[src/rtl/draw_tile_layer_if.sv]
// Pixel-stream bundle shared by the draw stages: counters, sync/blank timing and colour.
// The master drives the stream and the slave consumes it.
interface draw_tile_layer_if;
  logic [11:0] hcount;
  logic [11:0] vcount;
  logic        hsync;
  logic        vsync;
  logic        hblnk;
  logic        vblnk;
  logic [11:0] rgb;

  modport master (output hcount, vcount, hsync, vsync, hblnk, vblnk, rgb);
  modport slave  (input  hcount, vcount, hsync, vsync, hblnk, vblnk, rgb);
endinterface

[src/rtl/draw_tile_layer.sv]
// Tiled-layer draw stage: addresses a tile ROM, absorbs its read latency and merges the tile
// colour over the upstream stream using a frame-latched mode, with colour key and blinking.
module draw_tile_layer #(
  parameter int          TILE_BITS    = 5,
  parameter int          ROM_LAT      = 1,
  parameter int          BLINK_FRAMES = 30,
  parameter logic [11:0] KEY_COLOR    = 12'hF0F
) (
  input  logic                     pclk,
  input  logic                     rst_n,
  draw_tile_layer_if.slave         vin,
  draw_tile_layer_if.master        vout,
  input  logic [11:0]              rgb_pixel,
  input  logic                     layer_en,
  input  logic [1:0]               mode,
  output logic [2*TILE_BITS-1:0]   pixel_addr
);

  localparam int L = ROM_LAT + 1;

  typedef enum logic [1:0] {
    MODE_PASS  = 2'b00,
    MODE_KEY   = 2'b01,
    MODE_BLINK = 2'b10,
    MODE_TILE  = 2'b11
  } mode_t;

  typedef struct packed {
    logic [11:0] hcount;
    logic [11:0] vcount;
    logic        hsync;
    logic        vsync;
    logic        hblnk;
    logic        vblnk;
  } timing_t;

  typedef struct packed {
    logic [11:0] rgb;
    logic        en;
  } colour_t;

  timing_t     t_q [L];
  colour_t     c_q [ROM_LAT];
  logic [11:0] rgb_q;
  logic [11:0] merge_rgb;
  logic        blank_s;

  mode_t       mode_act;
  logic        vsync_prev;
  logic        vblnk_prev;
  logic [7:0]  frm_cnt;
  logic        blink_ph;

  // The ROM is addressed straight from the incoming counters; tiles repeat every 2^TILE_BITS.
  assign pixel_addr = {vin.vcount[TILE_BITS-1:0], vin.hcount[TILE_BITS-1:0]};

  // NOTE: the delay lines are reset like any other flop so the first L outputs are defined zeros.
  always_ff @(posedge pclk or negedge rst_n) begin
    if (!rst_n) begin
      for (int i = 0; i < L; i++)       t_q[i] <= '0;
      for (int i = 0; i < ROM_LAT; i++) c_q[i] <= '0;
    end else begin
      // NOTE: non-blocking, so every stage captures its neighbour's value from before the edge.
      t_q[0] <= {vin.hcount, vin.vcount, vin.hsync, vin.vsync, vin.hblnk, vin.vblnk};
      c_q[0] <= {vin.rgb, layer_en};
      for (int i = 1; i < L; i++)       t_q[i] <= t_q[i-1];
      for (int i = 1; i < ROM_LAT; i++) c_q[i] <= c_q[i-1];
    end
  end

  // Mode is only taken at the start of vsync so a frame is never drawn with two modes.
  always_ff @(posedge pclk or negedge rst_n) begin
    if (!rst_n) begin
      mode_act   <= MODE_PASS;
      vsync_prev <= 1'b0;
      vblnk_prev <= 1'b0;
      frm_cnt    <= '0;
      blink_ph   <= 1'b0;
    end else begin
      vsync_prev <= vin.vsync;
      vblnk_prev <= vin.vblnk;
      if (vin.vsync && !vsync_prev) mode_act <= mode_t'(mode);
      if (vin.vblnk && !vblnk_prev) begin
        if (frm_cnt == 8'(BLINK_FRAMES - 1)) begin
          frm_cnt  <= '0;
          blink_ph <= ~blink_ph;
        end else begin
          frm_cnt  <= frm_cnt + 8'd1;
        end
      end
    end
  end

  // Stage ROM_LAT-1 holds the pixel whose tile data is arriving on rgb_pixel this cycle.
  assign blank_s = t_q[ROM_LAT-1].hblnk | t_q[ROM_LAT-1].vblnk;

  always_comb begin
    // NOTE: default first, so no path leaves merge_rgb unassigned and no latch is inferred.
    merge_rgb = rgb_pixel;
    if (blank_s)
      merge_rgb = '0;
    else if (!c_q[ROM_LAT-1].en || mode_act == MODE_PASS)
      merge_rgb = c_q[ROM_LAT-1].rgb;
    else if (mode_act == MODE_TILE)
      merge_rgb = rgb_pixel;
    else if (rgb_pixel == KEY_COLOR)
      merge_rgb = c_q[ROM_LAT-1].rgb;
    else if (mode_act == MODE_BLINK && blink_ph)
      merge_rgb = c_q[ROM_LAT-1].rgb;
  end

  always_ff @(posedge pclk or negedge rst_n) begin
    if (!rst_n) rgb_q <= '0;
    else        rgb_q <= merge_rgb;
  end

  assign vout.hcount = t_q[L-1].hcount;
  assign vout.vcount = t_q[L-1].vcount;
  assign vout.hsync  = t_q[L-1].hsync;
  assign vout.vsync  = t_q[L-1].vsync;
  assign vout.hblnk  = t_q[L-1].hblnk;
  assign vout.vblnk  = t_q[L-1].vblnk;
  assign vout.rgb    = rgb_q;

endmodule

[src/flat_wrapper.sv]
// flat-port wrapper written by rule: the top's interface ports become plain ports
module draw_tile_layer_flat 
#(
  parameter int          TILE_BITS    = 5,
  parameter int          ROM_LAT      = 1,
  parameter int          BLINK_FRAMES = 30,
  parameter logic [11:0] KEY_COLOR    = 12'hF0F
)
  (pclk, rst_n, rgb_pixel, layer_en, mode, pixel_addr, vin_hcount, vin_vcount, vin_hsync, vin_vsync, vin_hblnk, vin_vblnk, vin_rgb, vout_hcount, vout_vcount, vout_hsync, vout_vsync, vout_hblnk, vout_vblnk, vout_rgb);
  draw_tile_layer_if vin_i ();
  draw_tile_layer_if vout_i ();
  input  logic pclk;
  input  logic rst_n;
  input  logic [11:0] rgb_pixel;
  input  logic layer_en;
  input  logic [1:0] mode;
  output logic [2*TILE_BITS-1:0] pixel_addr;
  input wire logic [$bits(vin_i.hcount)-1:0] vin_hcount;
  input wire logic [$bits(vin_i.vcount)-1:0] vin_vcount;
  input wire logic [$bits(vin_i.hsync)-1:0] vin_hsync;
  input wire logic [$bits(vin_i.vsync)-1:0] vin_vsync;
  input wire logic [$bits(vin_i.hblnk)-1:0] vin_hblnk;
  input wire logic [$bits(vin_i.vblnk)-1:0] vin_vblnk;
  input wire logic [$bits(vin_i.rgb)-1:0] vin_rgb;
  output wire logic [$bits(vout_i.hcount)-1:0] vout_hcount;
  output wire logic [$bits(vout_i.vcount)-1:0] vout_vcount;
  output wire logic [$bits(vout_i.hsync)-1:0] vout_hsync;
  output wire logic [$bits(vout_i.vsync)-1:0] vout_vsync;
  output wire logic [$bits(vout_i.hblnk)-1:0] vout_hblnk;
  output wire logic [$bits(vout_i.vblnk)-1:0] vout_vblnk;
  output wire logic [$bits(vout_i.rgb)-1:0] vout_rgb;
  assign vin_i.hcount = vin_hcount;
  assign vin_i.vcount = vin_vcount;
  assign vin_i.hsync = vin_hsync;
  assign vin_i.vsync = vin_vsync;
  assign vin_i.hblnk = vin_hblnk;
  assign vin_i.vblnk = vin_vblnk;
  assign vin_i.rgb = vin_rgb;
  assign vout_hcount = vout_i.hcount;
  assign vout_vcount = vout_i.vcount;
  assign vout_hsync = vout_i.hsync;
  assign vout_vsync = vout_i.vsync;
  assign vout_hblnk = vout_i.hblnk;
  assign vout_vblnk = vout_i.vblnk;
  assign vout_rgb = vout_i.rgb;
  draw_tile_layer #(.TILE_BITS(TILE_BITS), .ROM_LAT(ROM_LAT), .BLINK_FRAMES(BLINK_FRAMES), .KEY_COLOR(KEY_COLOR)) u_core (.pclk(pclk), .rst_n(rst_n), .vin(vin_i), .vout(vout_i), .rgb_pixel(rgb_pixel), .layer_en(layer_en), .mode(mode), .pixel_addr(pixel_addr));
endmodule
[config.mk]
export PLATFORM = sky130hd
export DESIGN_NAME = draw_tile_layer_flat
export DESIGN_NICKNAME = d
export VERILOG_FILES = /design/src/rtl/draw_tile_layer_if.sv /design/src/rtl/draw_tile_layer.sv /design/src/flat_wrapper.sv
export SDC_FILE = /design/constraint.sdc
export NUM_CORES = 1
export LEC_CHECK = 0
export ABC_AREA = 1
export BUFFER_PORTS_ARGS = -buffer_cell sky130_fd_sc_hd__buf_4
export CORE_ASPECT_RATIO = 0.6
export CORE_MARGIN = 2
export CORE_UTILIZATION = 45
export DETAILED_ROUTE_END_ITERATION = 16
export GPL_ROUTABILITY_DRIVEN = 0
export GPL_TIMING_DRIVEN = 1
export PLACE_DENSITY = 0.75
export SYNTH_ARGS = -nofsm -noshare
export SYNTH_HDL_FRONTEND = slang
export SYNTH_SLANG_ARGS = --single-unit
[constraint.sdc]
create_clock -name pclk -period 1.2 [get_ports pclk]
set_clock_uncertainty 0.15 [all_clocks]
set_input_delay 0.06 -clock pclk [delete_from_list [all_inputs] [get_ports pclk]]
set_output_delay 0.06 -clock pclk [all_outputs]
set_load 0.005 [all_outputs]
Word-level counts from Yosys, hierarchy flattened. Index checks and enable logic that the tools add are counted.

Bits in writable memories: 0. Register bits after elaboration: 92. Bits of input ports: 57. Logic and storage cells: 40. Bits in read-only memories: 0. Memories kept: 0. Output and inout port bits: 50. Latch bits: 0.

Mux-type cells: 6. Bitwise gates (word level): 2. Divide/modulo/power cells: 0. Reduce and logical (&&, ||, !) cells: 9. Multiply operators: 0. Order comparisons: 0. Eq/ne operators: 4. Shift operators: 0. Add/sub/neg operators: 1.

Operator list (number): 12-bit 2-to-1 mux (5); 12-bit equality test, second input constant (1); 8-bit by 1-bit adder with 8-bit output, second input constant (1); 8-bit by 5-bit equality test with 1-bit output, second input constant (1); 8-bit 2-to-1 mux (1); 2-bit equality test, second input constant (2); 1-bit logical AND (3); 1-bit logical NOT (3); 2-bit logical NOT (1); 2-bit AND reduction (1); 1-bit logical OR (1); 1-bit inverter (1); 1-bit OR (1).

Logic depth before layout (Yosys ltp). Gate-level depths: netlist of the first run.

Word-level depth: 7. Mapped depth: 9.

Worst setup path after synthesis of the first run. OpenSTA, ideal clock, no wires.

Kind: register -> register. Start: register, netlist name u_core.t_q[28]. End: register u_core.frm_cnt[6]. Data arrival time: 989 ps. Stages on the path, launching flop included: 6. Buffers on the path: 0. Setup slack: -61 ps. Path through: dfrtp_1 -> nor2_4 -> nand3_1 -> nor2_1 -> nand2_1 -> xor2_1.

RTL lines: end signal, assigned (line draw_tile_layer.sv:88) `frm_cnt <= frm_cnt + 8'd1;`; end, declared (line draw_tile_layer.sv:51) `logic [7:0] frm_cnt;`.

Final worst setup path of the first run.
Start: register u_core.mode_act[0]. End: register u_core.rgb_q[9] (netlist: u_core.vout.rgb[9]).

Cells in the longest elaborated chain, start to end: 7.

Ends and longest elaborated chain: start, declared (line draw_tile_layer.sv:48) `mode_t mode_act;`; start signal, assigned (line draw_tile_layer.sv:82) `if (vin.vsync && !vsync_prev) mode_act <= mode_t'(mode);`; 2-bit equality test (line draw_tile_layer.sv:108) `else if (mode_act == MODE_BLINK && blink_ph)`; 1-bit logical AND (line draw_tile_layer.sv:108); 12-bit 2-to-1 mux (line draw_tile_layer.sv:108); 12-bit 2-to-1 mux (line draw_tile_layer.sv:106) `else if (rgb_pixel == KEY_COLOR)`; 12-bit 2-to-1 mux (line draw_tile_layer.sv:104) `else if (mode_act == MODE_TILE)`; 12-bit 2-to-1 mux (*) (line draw_tile_layer.sv:102) `else if (!c_q[ROM_LAT-1].en || mode_act == MODE_PASS)`; 12-bit 2-to-1 mux (*) (line draw_tile_layer.sv:100) `if (blank_s)`; named net u_core.merge_rgb[9] (line draw_tile_layer.sv:45) `logic [11:0] merge_rgb;`; end signal, assigned (line draw_tile_layer.sv:114) `else rgb_q <= merge_rgb;`; end, declared (line draw_tile_layer.sv:44) `logic [11:0] rgb_q;`.

Mark *: on every way through the listed nets, which the timed path passes. The rest lies on a longest branch. A chain may end at the register's enable or synchronous reset.

==> results of run 1 <==
## worst min-delay path: cells and delay by family
| kind | cells | cell delay, ps |
|---|---|---|
| buffers and inverters | 2 | 200 |
| and+or+nand+nor | 4 | 290 |
## worst max-delay path by stage
stage                                                to
final                      u_core.vout.rgb[9]$_DFF_PN0_
after global routing      u_core.frm_cnt[3]$_DFFE_PN0P_
after CTS                 u_core.frm_cnt[3]$_DFFE_PN0P_
after detailed placement  u_core.frm_cnt[5]$_DFFE_PN0P_
after global placement    u_core.frm_cnt[6]$_DFFE_PN0P_
after floorplan           u_core.frm_cnt[3]$_DFFE_PN0P_
## flip-flops by register name, summed over array words and instances (netlist names), 2 cells and up
signal	count
u_core.t_q	28
u_core.vout.rgb	12
u_core.frm_cnt	8
u_core.vout.vcount	12
u_core.mode_act	2
u_core.c_q	13
u_core.vout.hcount	12
## cell type report
type | count | area [µm²] | share of cell area
clock buffer | 10 | 239 | 0.0477
clock inverter | 6 | 70.1 | 0.0140
inverter | 21 | 78.8 | 0.0157
multi-input combinational | 110 | 663 | 0.132
sequential | 92 | 2300 | 0.459
tap | 87 | 109 | 0.0217
timing repair buffer | 183 | 1550 | 0.309
## per-stage QoR
stage | TNS [ps] | instances
floorplan | -375 | 262
global placement | -1630 | 428
detailed placement | -2280 | 428
CTS | -2520 | 507
global route | -4750 | 509
finish | -2590 | 509
## kinds of logic after synthesis
kind of cell | count (synthesis) | share of synthesized area
AND/OR/NAND/NOR | 86 | 0.125
AO/OA/AOI/OAI | 19 | 0.0302
flip-flops | 92 | 0.712
multiplexers | 2 | 0.00697
adder cells (fa/ha/maj) | 2 | 0.00774
XOR/XNOR | 1 | 0.00271
buffers and inverters | 60 | 0.115
## power breakdown
| group | switching [W] | internal (W) | leakage [nW] |
|---|---|---|---|
| logic | 0.000506 | 0.000622 | 1.22 |
| clock network | 0.00116 | 0.00169 | 0.154 |
| registers | 0.000147 | 0.00334 | 1.10 |
| total | 0.00181 | 0.00565 | 2.47 |
## layer usage
| metal | part of all wire | vias up | wire length [µm] |
|---|---|---|---|
| met5 | 0 | - | 0 |
| met4 | 0.0065 | 0 | 46 |
| met3 | 0.072 | 4 | 510 |
| met2 | 0.50 | 94 | 3560 |
| met1 | 0.42 | 1108 | 2980 |
| li1 | - | 1100 | - |
## timing repair
| action | CTS | global route |
|---|---|---|
| pin swaps | 4 | 4 |
| resized for setup | 20 | 16 |
| hold endpoints to repair | 147 | 0 |
| hold buffers | 56 | 0 |
| gates cloned | 4 | 0 |
| buffers inserted | 3 | 2 |
| endpoints found under the setup margin | 21 | 21 |
## cells in the final DEF, fill, tap and decap left out, drive strengths merged, types with 3 or more instances in the layout
master | netlist | layout
clkbuf | 0 | 10
clkinv | 1 | 3
nand3b | 11 | 11
o21ai | 4 | 4
nor3 | 3 | 3
nand3 | 6 | 6
dlygate4sd3 | 0 | 56
nor2 | 27 | 27
nand2 | 37 | 37
dfrtp | 92 | 92
inv | 20 | 23
a21oi | 14 | 14
buf | 39 | 127
==> impl_metrics.ini, run 1 <==
[layout]
final_core_utilization = 0.735
synthToLayoutAreaGrowth_pct = 55.1
fillers = 421
diodes = 0
drive_gt1_frac = 0.417
fin_nets = 476
postLayoutCellArea_um2 = 5010

[setup_path]
cp_slowest_stage_delay_ps = 400
path_delay_family = simple AND/OR/NAND/NOR gates
worstSetupStartpointType = flop
arrival_ps = 1490
end_kind = flop
crit_chain = nand2_1, inv_1, nor2_1, nand2_2, buf_6, nand3b_1, nand2_1, nor2_1
critical_path_required_ps = 1320
cp-startpoint = u_core.mode_act[0]$_DFFE_PN0P_
r2r_start = u_core.mode_act[0]$_DFFE_PN0P_
cp.depth = 8
rrSetupSlack_ps = -170
reg2regPathDepth = 8
critical_path_class = flop to flop
crit_slowest_cell = dfrtp_1
worstPathMaxFanout = 12
cp_num_buf_inv = 2
reg2reg_to = u_core.vout.rgb[9]$_DFF_PN0_

[place]
dpl_cell_area_um2 = 3970
hpwl_mm = 4.25
io_buffers = 106
pre_cts_slack_ps = -150

[clocking]
ctsHtreeMaxLevel = 3
numCtsBuffers = 9
cts.sinks = 92
cts_buffer_depth = 2
clk_pin_slew_worst_paths_ps = 60
clock_latency_ps = 330
clockRootBuffer = clkbuf_16
cts_tree = built

[min_path]
holdPathStages = 6
holdCritPathClass = primary input to flop
worstHoldStart = vin_vblnk
min_to = u_core.frm_cnt[4]$_DFFE_PN0P_

[synthesis]
yosys.area.top_type_share = 0.712
synthCells = 262
async_flop_share = 1.00
synth.distinct_cells = 24
synth_edf_count = 0
synth_area_leaders = dfrtp_1 71%, buf_4 8.4%, nand2_1 4.2%, nor2_1 2.8%, nand3b_1 2.6%
synth_area_um2 = 3230
synth_area_leader_cell = dfrtp_1
yosysMostFrequentCell = dfrtp_1
ys_seq_elements = 92
synth-seq-area-share = 0.712
ys_warn_count = 0
syn_nets = 321
synth_flop_cell = dfrtp_1
avgSynthCellArea_um2 = 12.3
synthTopCellsByCount = 92 x dfrtp_1, 36 x buf_4, 36 x nand2_1

[timing]
finalCriticalPeriod_ps = 1370
rsz0062_at_grt = true
holdWs_ps = 113
fin_ws_ps = -171
slew_headroom = 0.681
worstMarginPinSlew_ps = 478
final_max_slew_viol_count = 0
setup_viol = 19
hold_viol_final = 0
fmax_ghz = 0.730
finalCritPeriodShare = 1.14

[global_routing]
top_usage_layer = met2
grtUsageMet1 = 0.248
antenna_found_initial = 0
grt_pass1_wl_mm = 11.8
grt.met2_usage = 0.324
grt_pass1_vias = 2452
grtUsageTotal = 0.200
grt-ovfl-total = 0
grt_max_degree = 93
grt_use_met3 = 0.0804

[routing]
dr.pass1.iters = 4
drt_iter0_drc = 176
vias = 2306
route.detailed.drc = 0
ant_nets = 0
via_per_inst = 4.53
routed_wl_mm = 7.10
wl_per_cell_um = 14.0

[floorplan]
die_y_um = 69.6
start_util = 0.474
rows = 23
io_pins = 107
die_w_um = 113
die-area_um2 = 7900
coreArea_um2 = 6820

[power_and_ir_drop]
finalPower_w = 0.00747
vdd_drop_max_mv = 1.00
p_leak_nw = 2.47
pwr_density_cell_nw_per_um2 = 1490

[outcome]
violations = negative setup slack
run_status = finished with violations

[job]
drv_cap = 0
(Power assumes the default switching activity.)
==> run 2, diff against run 1 <==
--- a/config.mk
+++ b/config.mk
@@ -7,7 +7,7 @@
 export LEC_CHECK = 0
 export ABC_AREA = 1
 export BUFFER_PORTS_ARGS = -buffer_cell sky130_fd_sc_hd__buf_4
-export CORE_ASPECT_RATIO = 0.6
+export CORE_ASPECT_RATIO = 1.25
 export CORE_MARGIN = 2
 export CORE_UTILIZATION = 45
 export DETAILED_ROUTE_END_ITERATION = 16
==> impl_metrics.ini, run 2 (synthesis results as in run 1) <==
[power_and_ir_drop]
vdd_drop_max_mv = 0.710
finalPower_w = 0.00659
p_sw_frac = 0.266
pwr_density_cell_nw_per_um2 = 1340
combPwrFrac = 0.179
p_clk_frac = 0.292
p_sw_w = 0.00175
p_leak_nw = 2.42
seq_power_share = 0.529
p_int_w = 0.00484

[place]
pre_cts_slack_ps = -126
io_buffers = 106
dpl_cell_area_um2 = 4040
hpwl_mm = 4.36

[global_routing]
grt_max_degree = 34
antenna_found_initial = 0
grt_pass1_wl_mm = 11.4
grtUsageTotal = 0.193
grt-ovfl-total = 0
grt_pass1_vias = 2458

[layout]
final_cell_mix = 122 x buf_4, 92 x dfrtp_1, 56 x dlygate4sd3_1
synthToLayoutAreaGrowth_pct = 52.0
reg_top3 = u_core.t_q: 28 flops, u_core.c_q: 13 flops
fillers = 481
postLayoutCellArea_um2 = 4910
largest-register = u_core.t_q
largest_reg_flops = 28
drive_gt1_frac = 0.409
fin_nets = 477
diodes = 0
multi_input_area_um2 = 639
seqCellArea_um2 = 2300
final_common_cell = buf_4

[timing]
finalCriticalPeriod_ps = 1360
setup_viol = 21
fmax_ghz = 0.735
holdWs_ps = -28.6
worstMarginPinSlew_ps = 285
finalCritPeriodShare = 1.13
fin_ws_ps = -161
slew_headroom = 0.810
hold_viol_final = 18
final_max_slew_viol_count = 0
rsz0062_at_grt = true

[setup_path]
path_delay_family = flip-flops
critical_path_class = flop to flop
cp-startpoint = u_core.mode_act[0]$_DFFE_PN0P_
worstPathMaxFanout = 19
cp_slowest_stage_delay_ps = 410
cp.depth = 7
worst_path_most_repeated_cell = nor2_1
worstSetupStartpointType = flop
crit_path_end = u_core.vout.rgb[7]$_DFF_PN0_
arrival_ps = 1450
reg2regPathDepth = 7
crit_chain = nand2_1, inv_1, nor2_1, nand2_2, buf_12, a21oi_1, nor2_1
reg2reg_to = u_core.vout.rgb[7]$_DFF_PN0_
critical_path_required_ps = 1290
end_kind = flop
crit_slowest_cell = dfrtp_1
rrSetupSlack_ps = -160
cp_num_buf_inv = 2
r2r_start = u_core.mode_act[0]$_DFFE_PN0P_

[routing]
dr.pass1.iters = 4
drt_iter0_drc = 116
ant_nets = 0
vias = 2364
routed_wl_mm = 7.41
wl_per_cell_um = 14.4
via_per_inst = 4.61
route.detailed.drc = 0

[clocking]
numCtsBuffers = 9
cts_buffer_depth = 2
ctsHtreeMaxLevel = 3
clk_pin_slew_worst_paths_ps = 90
cts_tree = built
cts-hold-fix-buffers = 56
cts.sinks = 92
clock_latency_ps = 350
clockRootBuffer = clkbuf_8

[floorplan]
start_util = 0.463
io_pins = 107
die_w_um = 79.8
rows = 34
die_y_um = 98.8
coreArea_um2 = 6980
die-area_um2 = 7880

[min_path]
holdCritPathClass = primary input to asynchronous set/reset pin

[job]
drv_cap = 0

[outcome]
violations = negative hold slack, negative setup slack
run_status = finished with violations
run 2: routing by layer:
layer | wire length, µm | vias up | GRT usage
li1 | - | 1093 | -
met1 | 2670 | 1170 | 0.211
met2 | 4160 | 74 | 0.335
met3 | 266 | 27 | 0.0375
met4 | 311 | 0 | 0.132
met5 | 0 | - | 0
run 2: power groups by stage:
stage	Combinational (W)	Clock, W	Sequential (W)
3_3_place_gp	0.000858	0	0.00352
3_5_place_dp	0.000883	0	0.00353
2_1_floorplan	0.000442	0	0.00351
4_1_cts	0.00107	0.00197	0.00348
6_report	0.00118	0.00192	0.00349
5_1_grt	0.00130	0.00211	0.00351
run 2: timing repair:
item                                    4_1_cts  5_1_grt
hold endpoints to repair                    147       11
gates resized for setup                      10       14
cloned                                        0        1
pin swaps                                     9        8
buffers inserted                              3        2
endpoints found under the setup margin       19       21
run 2: worst min-delay path by stage:
stage | start | endpoint | slack (ps) | depth (start not counted)
2_1_floorplan | rst_n | u_core.blink_ph$_DFFE_PN0P_ | -390 | 0
3_3_place_gp | rst_n | u_core.t_q[35]$_DFF_PN0_ | -190 | 1
3_5_place_dp | rst_n | u_core.t_q[48]$_DFF_PN0_ | -190 | 1
4_1_cts | rst_n | u_core.t_q[48]$_DFF_PN0_ | -30 | 2
5_1_grt | rst_n | u_core.vout.vcount[3]$_DFF_PN0_ | -7 | 2
6_report | rst_n | u_core.vout.vcount[3]$_DFF_PN0_ | -30 | 2
run 2: layout make-up:
class	count	share of cell area
flip-flops and latches	92	0.469
multi-input cells	110	0.130
well taps	90	0.0229
inverters	21	0.0161
clock inverters	5	0.00892
repair buffers	184	0.324
clock buffers	11	0.0288
run 2: stage by stage:
stage	std cells	TNS (ps)	utilization	hold WS (ps)
6_report	513	-2360	0.704	-28.6
5_1_grt	513	-4230	0.704	-6.89
4_1_cts	510	-2000	0.693	-31.4
3_5_place_dp	435	-1870	0.579	-186
3_3_place_gp	435	-1560	0.579	-186
2_1_floorplan	262	-375	-	-386
